**src/rtl/uart_rx_fifo.sv**
```systemverilog
// rtl/uart_rx_fifo.sv - UART receive byte FIFO with status capture, FWFT read port and overrun flag
// Optional feature macro: RX_FIFO_DROP_ERR_EN (discard errored bytes, report via err_dropped)
module uart_rx_fifo #(
  parameter int DEPTH     = 16,
  parameter int ADDR_W    = 4,
  parameter int AFULL_LVL = 12
) (
  input  logic              clk,
  input  logic              rst,
  input  logic              rx_done,
  input  logic [7:0]        rx_data,
  input  logic              rx_parity_err,
  input  logic              rx_frame_err,
  input  logic              rd_ready,
  input  logic              ovr_clr,
  output logic              rd_valid,
  output logic [7:0]        rd_data,
  output logic              rd_parity_err,
  output logic              rd_frame_err,
  output logic [ADDR_W:0]   count,
  output logic              empty,
  output logic              full,
  output logic              almost_full,
  output logic              overrun
`ifdef RX_FIFO_DROP_ERR_EN
  ,
  output logic              err_dropped
`endif
);

  localparam logic [ADDR_W:0] FULL_CNT  = (ADDR_W+1)'(DEPTH);
  localparam logic [ADDR_W:0] AFULL_CNT = (ADDR_W+1)'(AFULL_LVL);

  // Each entry packs {frame_err, parity_err, data}
  logic [9:0]        mem [DEPTH];
  logic [ADDR_W-1:0] wr_ptr;
  logic [ADDR_W-1:0] rd_ptr;
  logic [ADDR_W:0]   count_q;
  logic              done_q;
  logic              overrun_q;

  logic              push_req;
  logic              push_ok;
  logic              pop;
  logic              do_push;
  logic              ovr_set;
  logic [9:0]        head;

  assign push_req = rx_done & ~done_q;

`ifdef RX_FIFO_DROP_ERR_EN
  logic has_err;
  logic err_set;
  logic err_dropped_q;
  assign has_err     = rx_parity_err | rx_frame_err;
  assign push_ok     = push_req & ~has_err;
  assign err_set     = push_req & has_err;
  assign err_dropped = err_dropped_q;
`else
  assign push_ok = push_req;
`endif

  assign empty       = (count_q == '0);
  assign full        = (count_q == FULL_CNT);
  assign almost_full = (count_q >= AFULL_CNT);
  assign count       = count_q;
  assign overrun     = overrun_q;
  assign rd_valid    = ~empty;

  // A full FIFO still accepts a write when the head leaves in the same cycle
  assign pop     = rd_valid & rd_ready;
  assign do_push = push_ok & (~full | pop);
  assign ovr_set = push_ok & full & ~pop;

  // Head entry is shown only while valid so a reset FIFO reads zeros
  assign head          = mem[rd_ptr];
  assign rd_data       = rd_valid ? head[7:0] : 8'h00;
  assign rd_parity_err = rd_valid & head[8];
  assign rd_frame_err  = rd_valid & head[9];

  // Storage array write; contents are deliberately left untouched by reset
  always_ff @(posedge clk) begin
    if (do_push) begin
      mem[wr_ptr] <= {rx_frame_err, rx_parity_err, rx_data};
    end
  end

  // Rising-edge detector for the receiver done level
  always_ff @(posedge clk or negedge rst) begin
    if (!rst) begin
      done_q <= 1'b0;
    end else begin
      done_q <= rx_done;
    end
  end

  // Pointer advance; power-of-two depth lets the natural wrap act as modulo
  always_ff @(posedge clk or negedge rst) begin
    if (!rst) begin
      wr_ptr <= '0;
      rd_ptr <= '0;
    end else begin
      if (do_push) begin
        wr_ptr <= wr_ptr + 1'b1;
      end
      if (pop) begin
        rd_ptr <= rd_ptr + 1'b1;
      end
    end
  end

  // Occupancy counter; simultaneous push and pop cancel out
  always_ff @(posedge clk or negedge rst) begin
    if (!rst) begin
      count_q <= '0;
    end else begin
      case ({do_push, pop})
        2'b10:   count_q <= count_q + 1'b1;
        2'b01:   count_q <= count_q - 1'b1;
        default: count_q <= count_q;
      endcase
    end
  end

  // Sticky overrun; a new loss in the clear cycle keeps the flag set
  always_ff @(posedge clk or negedge rst) begin
    if (!rst) begin
      overrun_q <= 1'b0;
    end else if (ovr_set) begin
      overrun_q <= 1'b1;
    end else if (ovr_clr) begin
      overrun_q <= 1'b0;
    end
  end

`ifdef RX_FIFO_DROP_ERR_EN
  // Sticky errored-byte discard flag, shares the overrun clear pulse
  always_ff @(posedge clk or negedge rst) begin
    if (!rst) begin
      err_dropped_q <= 1'b0;
    end else if (err_set) begin
      err_dropped_q <= 1'b1;
    end else if (ovr_clr) begin
      err_dropped_q <= 1'b0;
    end
  end
`endif

endmodule

```
**config.mk**
```make
export PLATFORM = sky130hd
export DESIGN_NAME = uart_rx_fifo
export DESIGN_NICKNAME = d
export VERILOG_FILES = /design/src/rtl/uart_rx_fifo.sv
export SDC_FILE = /design/constraint.sdc
export NUM_CORES = 1
export LEC_CHECK = 0
export BUFFER_PORTS_ARGS = -buffer_cell sky130_fd_sc_hd__buf_2
export CAP_MARGIN = 15
export CORE_ASPECT_RATIO = 1.75
export CORE_MARGIN = 1.5
export CORE_UTILIZATION = 40
export DETAILED_ROUTE_END_ITERATION = 12
export GPL_TIMING_DRIVEN = 0
export PLACE_DENSITY = 0.6
export SETUP_SLACK_MARGIN = 0.02
export SYNTH_ARGS = -nofsm -noshare
export SYNTH_HDL_FRONTEND = slang
export SYNTH_SLANG_ARGS = --single-unit
```
**constraint.sdc**
```tcl
create_clock -name clk -period 7.7 [get_ports clk]
set_input_delay 1.54 -clock clk [delete_from_list [all_inputs] [get_ports clk]]
set_output_delay 1.54 -clock clk [all_outputs]
set_load 0.01 [all_outputs]
```
# Word level (Yosys, flattened, before mapping)
# Memories as Yosys holds them, arrays and structs flattened.
# Index checks and enable logic that the tools add are counted.
[totals]
elab_cells = 35
input_bits = 15
mem_count = 1
register_bits = 15
ramBits = 160
[memory_table]
columns = ["memory", "words", "word_bits", "read_ports", "rd_clocked_by_memory_dff", "write_ports", "line_no", "text"]
rows = [
  ["mem", 16, 10, 1, 0, 1, "35", "logic [9:0] mem [DEPTH];"],
]
[op_classes]
n_reduce_logical = 3
muxes = 6
n_addsub = 4
n_lt_le_gt_ge = 1
eq_ne = 3
bitwise = 12
[ops]
columns = ["op", "count"]
rows = [
  ["case mux 5 bit (2 select lines)", 1],
  ["adder 4 x 1 -> 4 bit, second input constant", 2],
  ["two-way mux 8 bit", 1],
  ["bitwise AND 1 bit", 7],
  ["adder 5 x 1 -> 5 bit, second input constant", 1],
  ["equality test 5 bit, second input constant", 1],
  ["greater-or-equal comparator 5 x 4 -> 1 bit, second input constant", 1],
  ["zero test 5 bit", 1],
  ["subtractor 5 x 1 -> 5 bit, second input constant", 1],
  ["two-way mux 1 bit", 4],
  ["NOT 1 bit", 4],
  ["nonzero test 2 bit", 2],
  ["equality test 2 x 1 -> 1 bit, second input constant", 1],
  ["equality test 2 bit, second input constant", 1],
  ["bitwise OR 1 bit", 1],
]

# Depth between registers and ports, before layout
[logic_depth]
word_depth = 7
depth_mapped = 13

# Worst setup path before layout
# OpenSTA, ideal clock, no wires.
[synth_timing]
path_type = "input port to flip-flop"
startpoint = "in rx_done"
endpoint = "reg count_q[4] (netlist: count[4])"
setup_slack_ns = 3.975
path_stages = 12
arrival_ns = 3.590
setup_time_ns = 0.135
path_buffers = 3
required_time_ns = 7.565
cell_sequence = "nand2b_1 a31o_1 buf_2 buf_2 ha_1 clkbuf_1 xor2_1 ha_1 o211a_1 or4_1 o211ai_1 a211oi_1"
[synth_via]
elab_chain_len = 4
[synth_lines]
columns = ["element", "line_no", "text"]
rows = [
  ["start: declaration", "10", "input logic rx_done,"],
  ["bitwise AND 1 bit (*)", "49", "assign push_req = rx_done & ~done_q;"],
  ["bitwise AND 1 bit (*)", "72", "assign do_push = push_ok & (~full | pop);"],
  ["equality test 2 x 1 -> 1 bit or equality test 2 bit (tied branches)", "117", "case ({do_push, pop})"],
  ["case mux 5 bit (2 select lines) or nonzero test 2 bit (tied branches)", "n/a", ""],
  ["end signal: assignment", "118", "2'b10: count_q <= count_q + 1'b1;"],
  ["end signal: assignment", "119", "2'b01: count_q <= count_q - 1'b1;"],
  ["end signal: assignment", "120", "default: count_q <= count_q;"],
  ["end: declaration", "38", "logic [ADDR_W:0] count_q;"],
]
# Every way passes the cells marked *; elsewhere a longest branch is shown, timed or not.
# A chain may end at the register's enable or synchronous reset.

# Worst setup path after layout
[layout_timing]
startpoint = "reg rd_ptr[3]"
endpoint = "out rd_data[5]"
[layout_via]
elab_chain_len = 2
[layout_lines]
columns = ["element", "line_no", "text"]
rows = [
  ["start: declaration", "37", "logic [ADDR_W-1:0] rd_ptr;"],
  ["start signal: assignment", "107", "rd_ptr <= rd_ptr + 1'b1;"],
  ["memory (16 x 10 bit)", "n/a", ""],
  ["two-way mux 8 bit", "77", "assign rd_data = rd_valid ? head[7:0] : 8'h00;"],
  ["end: declaration", "17", "output logic [7:0] rd_data,"],
]
# Every way passes these cells.

==> metrics.yaml <==
cts.sinks: 175
clkLatencyLatePin_ps: 420
grt_usage_pct: 16.60
yosysTopAreaCell: "edfxtp_1"
cp.arrival_ps: 2530
vias_per_cell: 5.306
grt_max_degree: 17
hpwlAfterDp_um: 10260
place_congestion: 0.7700
die_w_um: 104.3
crit_path_end_kind: "output port"
drt_iter0_drc: 140
path_clk_slew_ps: 70
cts_hold_buf: 0
yosysSeqAreaShare_pct: 72.10
ys_warn_count: 0
avgSynthCellArea_sq_um: 19.26
fp.coreArea_sq_um: 17540
min_period_ps: 4069
die_y_um: 180.3
antenna_found_initial: 0
grt_pass1_wl_um: 22790
setup_viol: 0
tns_ps: 0
ant_nets: 0
yosys.cell_types.count: 42
finish.instance_area_sq_um: 8403
drc_errors: 0
power_leakage_uw: 0.002871
synthCells: 373
avgRoutedWirePerCell_um: 21.09
cap_violations: 0
cp-start-kind: "register"
startpoint: "rd_ptr[3]"
power_uw: 3019
hold-path-cell-count: 2
synthArstFlopShare_pct: 8.571
clock_skew_ps: 7.965
drive_gt1_share_pct: 33.92
synth_top_area_share_pct: 66.88
place_ws_ps: 3361
route.vias.total: 3619
grt_pass1_vias: 3961
worstMarginPinSlew_ps: 705.7
cts.repair.resized: 0
post-cts-setup-buffers: 0
cts-root-buf: "clkbuf_16"
max_freq_mhz: 245.8
critPathKind: "reg -> out"
syn_to_final_growth_pct: 16.96
report.final.slew_viol_count: 0
place_area_sq_um: 7757
reg2regPathDepth: 13
max-slew-margin-rel_pct: 52.95
post-route-period-util_pct: 52.84
min_from: "overrun"
htree_num_levels: 4
r2r_start: "count[2]"
synth_edf_count: 160
port_buffers: 34
critPathMaxFanout: 10
required_ps: 6160
status: "complete, no violations"
drt-pass1-iter-count: 4
finalWirelength_um: 14380
hold_viol: 0
initial_utilization_pct: 40.97
pin_count: 35
cts_made_buffers: 17
hold_path_class: "reg -> reg"
yosysMostFrequentCell: "edfxtp_1"
multiInputGateArea_sq_um: 1873
setup_slack_ps: 3631
synthTopCellsByArea: "edfxtp_1, mux4_2, dfrtp_1, mux2_2, ha_1"
diodes: 0
die_area_sq_um: 18810
p_per_area_nw_per_um2: 359.3
ys_top_cells_by_count: "edfxtp_1, mux4_2, dfrtp_1"
nNetsFinal: 462
grt_overflow: 0
cts_tree: "built"
hold_ws_ps: 536.4
nFillCells: 1455
ys_ff_latch: 175
syn_area_sq_um: 7184
ir_drop_mv: 0.2011
rows: 64
cts_max_path_buffers: 2
seqCellArea_sq_um: 5180
syn_nets: 397
rsz0062_at_grt: "no"
synth-main-ff-cell: "edfxtp_1"
cells in the final DEF (no fill, tap or decap), types with 9 or more instances in the layout:
master	n
buf_4	12
clkbuf_16	17
inv_1	9
mux2_2	13
a21oi_1	12
mux2i_1	10
nor2_1	10
buf_2	43
ha_1	9
dfrtp_1	15
o21ai_1	10
mux4_2	38
edfxtp_1	160
final timing paths:
kind	slack (ps)	to
min in group asynchronous	1030	rd_ptr[0]
max in group asynchronous	6380	wr_ptr[2]
worst max-delay path	3630	rd_data[5]
worst min-delay path	540	overrun
worst min register to register	540	overrun
worst max register to register	4130	count[4]
metal layers:
metal,share of wire [%],track usage (%),up-vias
met5,0,0,-
met4,2.1,7.667,0
met3,2.8,3.363,21
met2,59,30.66,76
met1,36,17.98,1895
li1,-,-,1627
power breakdown:
group          total [uW]  internal [uW]  switching [uW]
Sequential           1170           1120            49.5
Combinational         972            462             510
Clock                 880            515             365
stage by stage:
step                cells  utilization (%)
global route          682            47.92
CTS                   678            47.70
floorplan             373                -
global placement      638            43.59
finish                682            47.92
detailed placement    646            44.24
registers in the layout, indices dropped and copies added, names as in the netlist:
name and flops:
count 5, done_q 1, mem 160, overrun 1, rd_ptr 4, wr_ptr 4
critical path, cell delays in order (launching register included):
cell     delay [ps]
dfrtp_1         420
buf_1           570
mux4_2          420
mux2_2          280
o21ai_1         180
a21oi_1          60
buf_2           170
cells by family after synthesis:
group,count (synthesis),synth area share (%)
DFF,175,72.10
and+or+nand+nor,50,3.832
buffers and inverters,32,2.473
AOI/OAI and AO/OA,34,2.735
muxes,63,16.07
xor gates and xnor gates,10,1.219
adders and majority gates,9,1.567
area by class of cell:
cell class	count	area share [%]
clock buffer	18	5.107
inverter	9	0.4020
tap	231	3.440
buffer	23	1.712
multi-input combinational	166	22.29
timing repair buffer	46	3.276
sequential	175	61.64
clock inverter	14	2.129
No activity file was read; power rests on OpenSTA's default activity.
